`src/rtl/seq_div_unit_pkg.sv`:
```
// Shared CPU definitions used by the iterative divider.
package cpu_pkg;

  typedef enum logic [1:0] {
    IDLE = 2'd0,
    ITER = 2'd1,
    FIX  = 2'd2,
    DONE = 2'd3
  } div_state_t;

  localparam int DIV_WIDTH = 32;
  localparam int DIV_CNT_W = $clog2(DIV_WIDTH);

endpackage

```
`src/rtl/seq_div_unit_if.sv`:
```
// Control-unit <-> divider bundle: operands and start in, results and status out.
interface seq_div_unit_if #(
  parameter int WIDTH = 32
);
  logic             start;
  logic [WIDTH-1:0] a;
  logic [WIDTH-1:0] b;
  logic [WIDTH-1:0] hi;
  logic [WIDTH-1:0] lo;
  logic             ready;
  logic             div_zero;
  logic             busy;

  modport master (output start, a, b, input hi, lo, ready, div_zero, busy);
  modport slave  (input start, a, b, output hi, lo, ready, div_zero, busy);
endinterface

```
`src/rtl/seq_div_unit_step.sv`:
```
// One radix-2 restoring division step on unsigned magnitudes.
module div_step #(
  parameter int WIDTH = 32
) (
  input  logic [WIDTH-1:0] rem,
  input  logic [WIDTH-1:0] quo,
  input  logic [WIDTH-1:0] divisor,
  output logic [WIDTH-1:0] rem_next,
  output logic [WIDTH-1:0] quo_next
);

  logic [WIDTH:0] rem_sh;
  logic [WIDTH:0] trial;

  // Shift {rem, quo} left, trial-subtract, keep the difference only if non-negative.
  always_comb begin
    rem_sh   = {rem, quo[WIDTH-1]};
    trial    = rem_sh - {1'b0, divisor};
    rem_next = trial[WIDTH] ? rem_sh[WIDTH-1:0] : trial[WIDTH-1:0];
    quo_next = {quo[WIDTH-2:0], ~trial[WIDTH]};
  end

endmodule

```
`src/rtl/seq_div_unit.sv`:
```
// Iterative signed divider for MIPS div: quotient to lo, remainder to hi.
// Magnitudes are divided unsigned, signs are restored in the FIX state.
module seq_div_unit
  import cpu_pkg::*;
#(
  parameter int WIDTH = DIV_WIDTH
) (
  input  logic           clk,
  input  logic           reset,
  seq_div_unit_if.slave  dif
);

  localparam int CW = $clog2(WIDTH);

  div_state_t       state, state_nxt;
  logic [WIDTH-1:0] rem_q, quo_q, dvs_q;
  logic [WIDTH-1:0] rem_nxt, quo_nxt;
  logic [WIDTH-1:0] hi_q, lo_q;
  logic [CW-1:0]    cnt_q;
  logic             sign_a_q, sign_q_q, dz_q;
  logic             a_neg, b_neg, b_zero;
  logic [WIDTH-1:0] a_abs, b_abs;

  // Operand magnitudes; the most negative value maps onto itself, which is
  // the correct unsigned magnitude.
  always_comb begin
    a_neg  = dif.a[WIDTH-1];
    b_neg  = dif.b[WIDTH-1];
    b_zero = (dif.b == '0);
    a_abs  = a_neg ? (~dif.a + 1'b1) : dif.a;
    b_abs  = b_neg ? (~dif.b + 1'b1) : dif.b;
  end

  div_step #(.WIDTH(WIDTH)) u_step (
    .rem      (rem_q),
    .quo      (quo_q),
    .divisor  (dvs_q),
    .rem_next (rem_nxt),
    .quo_next (quo_nxt)
  );

  // State register.
  always_ff @(posedge clk or negedge reset) begin
    if (!reset) state <= IDLE;
    else        state <= state_nxt;
  end

  // Next-state logic; start is only honoured in IDLE.
  always_comb begin
    state_nxt = state;
    case (state)
      IDLE: if (dif.start) state_nxt = b_zero ? DONE : ITER;
      ITER: if (cnt_q == '0) state_nxt = FIX;
      FIX:  state_nxt = DONE;
      DONE: state_nxt = IDLE;
      default: state_nxt = IDLE;
    endcase
  end

  // Status outputs decoded from state.
  always_comb begin
    dif.ready    = (state == DONE);
    dif.div_zero = (state == DONE) && dz_q;
    dif.busy     = (state != IDLE);
  end

  // Datapath: operand capture, iteration, sign fix of the results.
  always_ff @(posedge clk or negedge reset) begin
    if (!reset) begin
      rem_q    <= '0;
      quo_q    <= '0;
      dvs_q    <= '0;
      cnt_q    <= '0;
      sign_a_q <= 1'b0;
      sign_q_q <= 1'b0;
      dz_q     <= 1'b0;
      hi_q     <= '0;
      lo_q     <= '0;
    end else begin
      case (state)
        IDLE: begin
          if (dif.start) begin
            if (b_zero) begin
              dz_q <= 1'b1;
            end else begin
              rem_q    <= '0;
              quo_q    <= a_abs;
              dvs_q    <= b_abs;
              sign_a_q <= a_neg;
              sign_q_q <= a_neg ^ b_neg;
              cnt_q    <= CW'(WIDTH - 1);
            end
          end
        end
        ITER: begin
          rem_q <= rem_nxt;
          quo_q <= quo_nxt;
          cnt_q <= cnt_q - 1'b1;
        end
        FIX: begin
          lo_q <= sign_q_q ? (~quo_q + 1'b1) : quo_q;
          hi_q <= sign_a_q ? (~rem_q + 1'b1) : rem_q;
        end
        DONE: dz_q <= 1'b0;
        default: ;
      endcase
    end
  end

  assign dif.hi = hi_q;
  assign dif.lo = lo_q;

endmodule

```
`src/flat_wrapper.sv`:
```
// flat-port wrapper written by rule: the top's interface ports become plain ports
module seq_div_unit_flat import cpu_pkg::*;
#(
  parameter int WIDTH = DIV_WIDTH
)
  (clk, reset, dif_start, dif_a, dif_b, dif_hi, dif_lo, dif_ready, dif_div_zero, dif_busy);
  seq_div_unit_if #(.WIDTH(WIDTH)) dif_i ();
  input  logic clk;
  input  logic reset;
  input wire logic [$bits(dif_i.start)-1:0] dif_start;
  input wire logic [$bits(dif_i.a)-1:0] dif_a;
  input wire logic [$bits(dif_i.b)-1:0] dif_b;
  output wire logic [$bits(dif_i.hi)-1:0] dif_hi;
  output wire logic [$bits(dif_i.lo)-1:0] dif_lo;
  output wire logic [$bits(dif_i.ready)-1:0] dif_ready;
  output wire logic [$bits(dif_i.div_zero)-1:0] dif_div_zero;
  output wire logic [$bits(dif_i.busy)-1:0] dif_busy;
  assign dif_i.start = dif_start;
  assign dif_i.a = dif_a;
  assign dif_i.b = dif_b;
  assign dif_hi = dif_i.hi;
  assign dif_lo = dif_i.lo;
  assign dif_ready = dif_i.ready;
  assign dif_div_zero = dif_i.div_zero;
  assign dif_busy = dif_i.busy;
  seq_div_unit #(.WIDTH(WIDTH)) u_core (.clk(clk), .reset(reset), .dif(dif_i));
endmodule
```
`config.mk`:
```
export PLATFORM = sky130hd
export DESIGN_NAME = seq_div_unit_flat
export DESIGN_NICKNAME = d
export VERILOG_FILES = /design/src/rtl/seq_div_unit_pkg.sv /design/src/rtl/seq_div_unit_if.sv /design/src/rtl/seq_div_unit_step.sv /design/src/rtl/seq_div_unit.sv /design/src/flat_wrapper.sv
export SDC_FILE = /design/constraint.sdc
export NUM_CORES = 1
export LEC_CHECK = 0
export CAP_MARGIN = 20
export CORE_MARGIN = 8
export CORE_UTILIZATION = 52
export CTS_CLUSTER_SIZE = 40
export DETAILED_ROUTE_END_ITERATION = 10
export PLACE_DENSITY = 0.8
export SYNTH_ARGS = -nofsm -noshare
export SYNTH_HDL_FRONTEND = slang
export SYNTH_SLANG_ARGS = --single-unit
```
`constraint.sdc`:
```
create_clock -name clk -period 5.4 [get_ports clk]
set_clock_uncertainty 0.05 [all_clocks]
set_input_delay 1.62 -clock clk [delete_from_list [all_inputs] [get_ports clk]]
set_output_delay 1.62 -clock clk [all_outputs]
set_load 0.005 [all_outputs]
```
==> metrics.txt <==
outcome=completed; Cells after Synth=1,303; via count of the first global-routing pass=9,163; critical path cell sequence=clkdlybuf4s50_1 -> nor4_1 -> nand4b_1 -> or4_4 -> nor4_4 -> o21ai_1 -> and2_1 -> a32o_1 -> o21bai_1; Detail Placement HPWL=21.17 mm; commonest non-fill, non-tap cells in the layout=dfrtp_1 (170), nor2_1 (144), nand2_1 (140), a21oi_1 (140), clkdlybuf4s50_1 (132); sequential share of power=32.8%; Tmin final=4.470 ns; Final Util=63.15%; Yosys warning total=0; starting utilization of the core area=53.06%; M1 wire length=13.45 mm; largest driver fanout on the critical path=14; WL final=28.14 mm; number of buffers inserted during clock tree synthesis=17; final setup violation count=0; number of nets in the final layout=1,510; number of standard cells in the layout, taps in and fillers out=1,687; number of hold-repair buffers added at the cts stage=0; flip-flop cell with the highest count after synthesis=dfrtp_1; wire per inst=16.68 um; core footprint=21,020 um2; critical path class=input pin to flip-flop; most frequent standard cell in the layout excluding fill and tap cells=dfrtp_1; first-pass GRT wire length=46.42 mm; Place WS=0.5038 ns; count of buffers from port buffering=133; top layer reached by signal wires=met4; top-level I/O count=134; clk_lat worst skew=0.43 ns; number of diodes=0; Site Rows=53; sequential area share after synthesis=38.14%; synthesized area per cell=8.560 um2; number of register bits inferred by synthesis=170; cell-internal power=4.120 mW; Setup crit start=dif_b[4]; residual overflow from global routing=0; count of pins over their slew limit=0; top cells by area in the synthesized netlist=dfrtp_1 (38%), xor2_1 (8.2%), a21oi_1 (6.3%); nets in the synthesized netlist=1,414; HP Class=flip-flop to flip-flop; combined area of all synthesized cells=11,150 um2; number of distinct standard cells referenced by the synthesized netlist=72; clk buf depth=2; async set or reset register ratio after synthesis=100.0%; startpoint of the lowest-slack hold path=u_core.dif.hi[18]; post-route setup TNS=0 ns; met2 wire length=12.26 mm; number of iterations in the first detailed-routing pass=5; transition time of the tightest slew-check pin=0.9675 ns; Net Sw Frac=42.32%; number of buffer and inverter instances along the worst setup path=1; PostCTS Resize Cnt=0; global placement routability congestion=0.8838; reg2reg setup slack=1.73 ns; maximum single-stage delay on the critical path=0.53 ns; DR vias/cell=5.779; Critical R2R Launch=u_core.dvs_q[0]; number of enable flip-flop cells after synthesis=0; CP Launch Type=input pin; number of failing hold endpoints at the final stage=0; clock power share=17.3%; horizontal die dimension=162.5 um; antenna violations before repair=0; pin count of the biggest net entering global routing=89; # fillers=1,798; RSZ-0062 raised after global routing=false; kind of end point of the critical path=flip-flop; WHS Endpoint=u_core.dif.hi[18]; reg2reg path depth=12; proportion of layout cells with a drive suffix above 1=6.020%; switching power of the nets=3.023 mW; number of cells traversed by the worst hold path=1; y dimension of the die=162.5 um; cell leakage power=5.752 nW; part of the power in combinational logic=49.9%; final antenna-violating net count=0; remaining design rule violation count=0; starting DRC count in detailed routing=774; post-synth top area cell=dfrtp_1; top achievable clock speed=0.2237 GHz; cell count after placement=1,654; Post-CTS Repair Setup Buffers=0; clock input transition at the sequential cells of the worst setup and hold paths=0.07 ns; sinks on the clock net=170; Max Cap Violations=0; Worst EP required=5.67 ns; worst hold slack=0.4563 ns; family of cells with the greatest summed delay on the critical path=simple AND/OR/NAND/NOR gates; total met3 wirelength after detailed routing=1.880 mm; detailed-route via count=9,750; number of H-tree levels=4; Final Cycle Share=82.78%; total global routing track utilization=21.48%; Total Die Area=26,390 um2; layout overhead on the synthesized area=19.02%; setup ws final=0.9300 ns; critical path's slowest cell=or4_4; FF-to-FF End=u_core.rem_q[29]; critical path arrival=4.74 ns; VDD IR-drop max=245.4 uV; total power per unit cell area=538.2 nW/um2; Clock Tree Root=clkbuf_16; worst relative slew slack=35.50%; TritonCTS clock tree=yes; area fraction of the dominant cell type after synthesis=38.14%
worst max path at each step:
stage | to | slack [ns] | cells past startpoint
2_1_floorplan | u_core.quo_q[2] | 1.51 | 8
4_1_cts | u_core.rem_q[31] | 0.94 | 9
5_1_grt | u_core.rem_q[31] | 0.72 | 9
3_5_place_dp | u_core.rem_q[31] | 0.50 | 9
3_3_place_gp | u_core.rem_q[31] | 0.62 | 9
6_report | u_core.rem_q[31] | 0.93 | 9
layout make-up:
class                      count  area [um2]  area share (%)
tap                          275       344.1           2.592
inverter                      58       217.7           1.640
clock buffer                  18       429.2           3.233
timing repair buffer         142        1433           10.79
clock inverter                14       161.4           1.216
sequential                   170        4254           32.05
multi-input combinational   1010        6435           48.48
through the flow:
| stage | area [um2] | total power [mW] |
|---|---|---|
| 5_1_grt | 13270 | 7.718 |
| 6_report | 13270 | 7.144 |
| 4_1_cts | 13260 | 7.172 |
| 3_3_place_gp | 12670 | 5.789 |
| 2_1_floorplan | 11150 | 4.668 |
| 3_5_place_dp | 12670 | 5.899 |
kinds of logic (layout without fill, tap and decap cells):
family / after synthesis / after routing / share of synthesized area (%)
AOI/OAI and AO/OA: 368 / 368 / 19.59
xor gates and xnor gates: 152 / 152 / 11.94
adders and majority gates: 44 / 44 / 5.003
buffers and inverters: 123 / 232 / 4.476
DFF: 170 / 170 / 38.14
muxes: 42 / 42 / 3.960
and+or+nand+nor: 404 / 404 / 16.89
worst reg2reg max path, stage by stage (launching register included):
cell and delay [ns]:
dfrtp_1 0.43, ha_1 0.25, fa_1 0.40, nand2b_1 0.18, a21oi_1 0.31, o211ai_1 0.25
o21ai_1 0.28, a41o_1 0.27, a31oi_1 0.19, xnor2_2 0.19, buf_4 0.31, nor2_1 0.12
a221o_1 0.31
power groups by stage:
stage	clock, mW	combinational [mW]	sequential (mW)
after floorplan	0	2.50	2.17
after global placement	0	3.46	2.33
after detailed placement	0	3.55	2.35
after CTS	1.25	3.59	2.34
after global routing	1.31	4.00	2.41
final	1.23	3.57	2.34
registers in the layout, summed over array words and instances, names as in the netlist:
register,count
u_core.dvs_q,32
u_core.dz_q,1
u_core.dif.hi,32
u_core.dif.lo,32
u_core.sign_a_q,1
u_core.state,2
u_core.rem_q,32
u_core.cnt_q,5
u_core.quo_q,32
u_core.sign_q_q,1
synth_stat cells, types with 7 or more instances:
library cell	number
a21o_1	10
a21oi_1	140
a31oi_1	7
buf_2	9
clkbuf_1	49
dfrtp_1	170
ha_1	43
inv_1	58
mux2_2	13
mux2i_1	28
nand2_1	140
nand2b_1	8
nand3_1	15
nand4_1	8
nor2_1	145
nor2b_1	7
nor3_1	11
nor4_1	8
o21ai_0	110
o221ai_1	7
o31ai_1	27
o41ai_1	16
or3_1	20
or4_1	10
xnor2_1	48
xor2_1	104
per-layer routing:
layer | up-vias | global-route usage, %
li1 | 4775 | -
met1 | 4620 | 31.17
met2 | 316 | 31.99
met3 | 39 | 3.362
met4 | 0 | 7.281
met5 | - | 0
Note: power is estimated with default switching activity, not from simulation.
